==> src/rtl/fixed_to_float_pipe.sv <==
// -----------------------------------------------------------------------------
// fixed_to_float_pipe
//   Converts a signed two's-complement fixed-point sample from the CORDIC
//   datapath into an IEEE-754 single-precision value. The conversion runs in
//   three pipeline stages:
//     S1  sign capture and absolute value
//     S2  leading-one detect
//     S3  normalise, optional round, pack
//   Both sides use a valid/ready handshake. Each stage holds while the stage
//   after it is full and stalled, so bubbles collapse and back-pressure from
//   the result mux propagates straight to the CORDIC.
//
// Configuration macro:
//   F2F_ROUND_NEAREST_EN  defined   -> discarded mantissa bits are rounded
//                                      to nearest, ties to even
//                         undefined -> discarded bits are truncated
//   Rounding only matters when FIXED_W > 24; narrower inputs convert exactly.
//
// Parameters:
//   FIXED_W    width of fixed_in (2..32)
//   FRAC_BITS  fractional bits of fixed_in (0..FIXED_W-1)
//
// Ports:
//   clk        rising-edge clock
//   rst_n      asynchronous active-low reset
//   in_valid   fixed_in holds a sample
//   in_ready   block accepts a sample this cycle
//   fixed_in   signed fixed-point input, value = fixed_in / 2^FRAC_BITS
//   out_valid  float_out holds a result
//   out_ready  consumer takes the result this cycle
//   float_out  IEEE-754 single {sign, exp[7:0], man[22:0]}
// -----------------------------------------------------------------------------
module fixed_to_float_pipe #(
    parameter int FIXED_W   = 22,
    parameter int FRAC_BITS = 20
) (
    input  logic               clk,
    input  logic               rst_n,
    input  logic               in_valid,
    output logic               in_ready,
    input  logic [FIXED_W-1:0] fixed_in,
    output logic               out_valid,
    input  logic               out_ready,
    output logic [31:0]        float_out
);

    // -------------------------------------------------------------------------
    // Stage registers
    // -------------------------------------------------------------------------
    logic               v1_q, v2_q, v3_q;
    logic               s1_q, s2_q;
    logic [FIXED_W-1:0] m1_q, m2_q;
    logic [4:0]         p2_q;          // FIXED_W <= 32, so 5 bits cover any index
    logic               z2_q;
    logic [31:0]        float_q;

    // Next-state data
    logic               s1_d;
    logic [FIXED_W-1:0] m1_d;
    logic [4:0]         p2_d;
    logic               z2_d;
    logic [31:0]        float_d;

    // -------------------------------------------------------------------------
    // Handshake: a stage may load when it is empty or its contents move on
    // this cycle. in_ready depends only on state and out_ready.
    // -------------------------------------------------------------------------
    logic adv1, adv2, adv3;

    assign adv3     = ~v3_q | out_ready;
    assign adv2     = ~v2_q | adv3;
    assign adv1     = ~v1_q | adv2;
    assign in_ready = adv1;

    assign out_valid = v3_q;
    assign float_out = float_q;

    // -------------------------------------------------------------------------
    // S1: sign and magnitude. The magnitude is held unsigned at FIXED_W bits,
    // so the most-negative input maps to 2^(FIXED_W-1) without overflow.
    // -------------------------------------------------------------------------
    always_comb begin
        s1_d = fixed_in[FIXED_W-1];
        m1_d = s1_d ? (~fixed_in + FIXED_W'(1)) : fixed_in;
    end

    // -------------------------------------------------------------------------
    // S2: leading-one position. Ascending scan so the last hit is the MSB.
    // -------------------------------------------------------------------------
    always_comb begin
        p2_d = '0;
        for (int i = 0; i < FIXED_W; i++) begin
            if (m1_q[i]) p2_d = 5'(i);
        end
        z2_d = (m1_q == '0);
    end

    // -------------------------------------------------------------------------
    // S3: normalise so the leading one lands on bit 63 of a 64-bit word.
    // Bits [62:40] are the stored mantissa; anything below bit 40 is only
    // non-zero when p > 23 and is the discarded field.
    // -------------------------------------------------------------------------
    logic [63:0] ext;
    logic [22:0] man_t;
    logic [22:0] man_f;
    logic        carry;
    logic [9:0]  exp_w;
    logic        unused_ok;

    always_comb begin
        ext   = 64'(m2_q) << (6'd63 - {1'b0, p2_q});
        man_t = ext[62:40];
    end

`ifdef F2F_ROUND_NEAREST_EN
    logic        g_bit, r_bit, st_bit, rnd_up;
    logic [23:0] man_sum;

    // Round to nearest, ties to even: round up when above half, or exactly
    // half with an odd LSB. An all-ones mantissa overflows into bit 23,
    // leaving the lower bits zero and bumping the exponent.
    always_comb begin
        g_bit   = ext[39];
        r_bit   = ext[38];
        st_bit  = |ext[37:0];
        rnd_up  = g_bit & (r_bit | st_bit | man_t[0]);
        man_sum = {1'b0, man_t} + {23'd0, rnd_up};
        carry   = man_sum[23];
        man_f   = man_sum[22:0];
    end

    assign unused_ok = ^{ext[63], exp_w[9:8]};
`else
    always_comb begin
        carry = 1'b0;
        man_f = man_t;
    end

    // Hidden bit and discarded field are not needed when truncating.
    assign unused_ok = ^{ext[63], ext[39:0], exp_w[9:8]};
`endif

    always_comb begin
        exp_w   = 10'd127 + {5'd0, p2_q} - 10'(FRAC_BITS) + {9'd0, carry};
        float_d = {s2_q, exp_w[7:0], man_f};
        // Zero input: positive zero regardless of any other field.
        if (z2_q) float_d = 32'h0000_0000;
    end

    // -------------------------------------------------------------------------
    // Pipeline registers. Valid follows the advance signal; data is only
    // captured when the upstream stage actually holds a sample, so float_out
    // keeps the last result while bubbles pass through.
    // -------------------------------------------------------------------------
    always_ff @(posedge clk or negedge rst_n) begin
        if (!rst_n) begin
            v1_q    <= 1'b0;
            v2_q    <= 1'b0;
            v3_q    <= 1'b0;
            s1_q    <= 1'b0;
            m1_q    <= '0;
            s2_q    <= 1'b0;
            m2_q    <= '0;
            p2_q    <= '0;
            z2_q    <= 1'b0;
            float_q <= '0;
        end else begin
            if (adv1) begin
                v1_q <= in_valid;
                if (in_valid) begin
                    s1_q <= s1_d;
                    m1_q <= m1_d;
                end
            end
            if (adv2) begin
                v2_q <= v1_q;
                if (v1_q) begin
                    s2_q <= s1_q;
                    m2_q <= m1_q;
                    p2_q <= p2_d;
                    z2_q <= z2_d;
                end
            end
            if (adv3) begin
                v3_q <= v2_q;
                if (v2_q) float_q <= float_d;
            end
        end
    end

endmodule

==> config.mk <==
export PLATFORM = sky130hd
export DESIGN_NAME = fixed_to_float_pipe
export DESIGN_NICKNAME = d
export VERILOG_FILES = /design/src/rtl/fixed_to_float_pipe.sv
export SDC_FILE = /design/constraint.sdc
export NUM_CORES = 1
export LEC_CHECK = 0
export ABC_AREA = 1
export CAP_MARGIN = 10
export CORE_ASPECT_RATIO = 0.7
export CORE_MARGIN = 2
export CORE_UTILIZATION = 55
export CTS_CLUSTER_DIAMETER = 60
export DETAILED_ROUTE_END_ITERATION = 8
export PLACE_DENSITY = 0.88
export SYNTH_ARGS = -nofsm -noshare
export SYNTH_HDL_FRONTEND = slang
export SYNTH_SLANG_ARGS = --single-unit
==> constraint.sdc <==
create_clock -name clk -period 1.9 [get_ports clk]
set_input_delay 0.38 -clock clk [delete_from_list [all_inputs] [get_ports clk]]
set_output_delay 0.38 -clock clk [all_outputs]
set_load 0.03 [all_outputs]
==> impl_metrics.ini <==
[global_route]
use_met1 = 0.404
antenna_found_initial = 1
globalRoute.busiestLayer = met2
met3_usage = 0.0529
grt_util_all_layers = 0.300
grt_start_max_net_pins = 45
met2_usage = 0.493
grt_first_pass_wirelength_mm = 23.7
global_route.overflow_total = 0
grt_pass1_vias = 4880

[status]
status = complete, but fails checks
failed_checks = setup timing

[clock_network]
cts-buffers-inserted = 9
tritoncts = yes
clock_path_buffers = 2
cts_htree_levels = 3
clkSlewWorstSetupHoldPaths_ns = 0.06
cts_sinks = 87
clkLatencyLatePin_ns = 0.35
clk_root_buffer_cell = sky130_fd_sc_hd__clkbuf_16

[logic_synthesis]
area_fraction_in_and_or_nand_and_nor_cells_after_synthesis = 0.242
synth-adder-area-share = 0.00505
synth_cell_types = 42
synth_top_family_by_area = simple AND/OR/NAND/NOR gates
synth_warnings = 0
synth.cell_area_sq_um = 4950
post_synth.cell_area_avg_sq_um = 7.49
ys_async_sr_fraction = 1.00
mappedNetlistNets = 689
yosys_register_bits = 87
yosys.area_share.xor_xnor = 0.0336
ys_dominant_reg_cell = sky130_fd_sc_hd__dfrtp_1
synthesis.instances = 661
synth_edf_count = 0
yosysSeqAreaShare = 0.440
compound_gate_fraction_of_synth_area = 0.196
synth.area.mux_share = 0.00606

[drt]
first_drt_iteration_drcs = 730
drt_drc_violations_left = 0
dr.pass1.iters = 5
wire_per_inst_um = 17.4
post_drt_via_cell_ratio = 5.97
route.vias.total = 5253
drt-total-wl_mm = 15.3
final_antenna_net_count = 0

[die]
die_width_um = 117
ioPinCount = 60
design.core.area_sq_um = 8580
die_outline_area_sq_um = 9790
floorplan.initialDensity = 0.577
dieHeight_um = 83.4
placementRows = 28

[power_and_ir_drop]
static-leakage-power_nw = 3.14
power.density_cell_area_nw_per_um2 = 1660
design_power_total_mw = 10.9
power.ir.vdd_worst_v = 0.00112

[worst_setup_path]
reg2reg_slack_ns = -0.03
cp.required_ns = 2.13
critical_path_peak_fanout = 6
worst_r2r_startpoint = p2_q[0]
crit_arrival_ns = 2.17
launching_element_type_of_the_critical_path = flip-flop
crit_path_end = float_out[17]
crit-reg2reg-capture = float_out[17]
critPathLaunch = p2_q[0]
critPathKind = reg -> reg
critical_path.endpoint_type = flip-flop
rr_worst_depth = 11

[timing]
hold_slack_ns = 0.444
finalSetupViolCount = 2
grt_setup_unrepaired = yes
final_period_minus_worst_setup_slack_ns = 1.93
setup_slack_ns = -0.0316
timing.final.max_slew_violations = 0
skew_ns = 0.0105
maxClockFrequency_mhz = 518
tightestPinTransition_ns = 0.582
final_hold_vio_count = 0
post-route-period-util = 1.02
relSlewSlack = 0.607

[final_layout]
final_layout_size_suffix_gt1_frac = 0.183
final_nets = 783
areaGrowthSynthToFinish_pct = 32.2
postLayoutCoreUtil = 0.763

[min_path]
worstHoldStart = fixed_in[0]
min_path_type = in -> reg

[place]
buffer_ports.inserted = 59
detailedPlacementHpwl_mm = 10.2
finalWeightedCongestion = 0.932
detailedPlace.worstSlack_ns = -0.509

[run]
cap_violations = 0
==> cells in the mapped netlist (all sizes together) (2+ instances only) <==
cell type  instances  area share
a21oi              9      0.0091
a221oi             5      0.0088
a22o              12       0.021
a22oi              3      0.0056
a31oi              3      0.0038
a32o               2      0.0040
buf               17       0.020
clkbuf            16       0.012
dfrtp             87        0.44
ha                 2      0.0051
inv               60       0.045
mux2i              3      0.0061
nand2            218        0.17
nand3             18       0.019
nand3b             3      0.0053
nor2              47       0.040
nor3               5      0.0071
o21ai            116        0.12
o221ai             2      0.0035
o22ai              4      0.0051
o31ai              3      0.0045
xnor2              7       0.012
xor2              12       0.021
==> cells by family (layout without fill, tap and decap cells) <==
family,Yosys count,count (layout)
adder cells (fa/ha/maj),2,2
buffers and inverters,93,191
other,0,1
AND/OR/NAND/NOR,294,294
XOR/XNOR,19,19
AO/OA/AOI/OAI,163,163
flip-flops,87,87
multiplexers,3,3
==> state kept, by name, indices dropped and copies added (netlist names) <==
name	flops
m2_q	22
m1_q	22
v1_q	1
s2_q	1
v2_q	1
p2_q	5
out_valid	1
s1_q	1
float_out	32
z2_q	1
==> routing by layer <==
layer,share of wire,routed length [um],vias up
li1,-,-,2368
met1,0.40,6140,2459
met2,0.47,7110,358
met3,0.095,1450,68
met4,0.038,578,0
met5,0,0,-
==> cell usage in the layout, fill, tap and decap left out, types with 10 or more instances in the layout <==
| cell | synthesis | final |
|---|---|---|
| sky130_fd_sc_hd__xor2_1 | 12 | 12 |
| sky130_fd_sc_hd__o21ai_2 | 8 | 21 |
| sky130_fd_sc_hd__a22o_1 | 12 | 12 |
| sky130_fd_sc_hd__clkbuf_16 | 0 | 10 |
| sky130_fd_sc_hd__o21ai_1 | 41 | 34 |
| sky130_fd_sc_hd__nand2_1 | 214 | 208 |
| sky130_fd_sc_hd__inv_1 | 55 | 51 |
| sky130_fd_sc_hd__nand3_1 | 17 | 17 |
| sky130_fd_sc_hd__buf_4 | 0 | 51 |
| sky130_fd_sc_hd__nor2_1 | 43 | 40 |
| sky130_fd_sc_hd__clkdlybuf4s50_1 | 0 | 50 |
| sky130_fd_sc_hd__dfrtp_1 | 87 | 86 |
| sky130_fd_sc_hd__o21ai_0 | 67 | 60 |
==> final cells by class <==
cell class | count | area, sq um
clock inverter | 3 | 67.6
antenna | 1 | 2.50
inverter | 60 | 233
fill | 575 | 2030
clock buffer | 12 | 246
timing repair buffer | 116 | 1090
tap | 120 | 150
sequential | 87 | 2180
multi-input combinational | 481 | 2580
==> where the power goes <==
part / leakage [nW] / internal [mW] / switching (mW) / total (mW)
combinational: 1.91 / 2.28 / 3.66 / 5.94
sequential: 1.08 / 2.49 / 0.516 / 3.01
clock: 0.149 / 1.18 / 0.730 / 1.91
total: 3.14 / 5.95 / 4.91 / 10.9
==> per-stage QoR <==
step	cells	instance area, sq um	setup TNS, ns
global route	880	6550	-0.508
finish	880	6550	-0.0344
floorplan	661	4950	0
global placement	852	5920	-2.47
detailed placement	852	5920	-5.32
CTS	874	6310	0
==> worst max-delay path, cell delays in order (launching register included) <==
cell and delay, ns:
sky130_fd_sc_hd__dfrtp_2 0.51, sky130_fd_sc_hd__buf_6 0.17, sky130_fd_sc_hd__buf_4 0.15, sky130_fd_sc_hd__nand2_1 0.13, sky130_fd_sc_hd__nand3_1 0.14, sky130_fd_sc_hd__o21ai_2 0.09, sky130_fd_sc_hd__inv_2 0.06, sky130_fd_sc_hd__nand2_2 0.06
sky130_fd_sc_hd__o21ai_2 0.08, sky130_fd_sc_hd__a21oi_2 0.14, sky130_fd_sc_hd__o21ai_1 0.11, sky130_fd_sc_hd__a22o_1 0.19
==> worst min path at each step <==
stage	end	slack, ns	cells after the start
2_1_floorplan	float_out[0]	0.08	0
3_3_place_gp	m2_q[5]	0.30	1
3_5_place_dp	m2_q[5]	0.31	1
4_1_cts	m1_q[2]	0.49	2
5_1_grt	m1_q[0]	0.48	4
6_report	m1_q[0]	0.44	4
==> what timing repair did <==
action,CTS,global route
pin swaps,10,22
endpoints found under the setup margin,14,26
resized for setup,18,57
hold buffers,1,0
setup buffers,6,4
cloned,0,1
endpoints found under the hold margin,23,0
(Power assumes the default switching activity.)
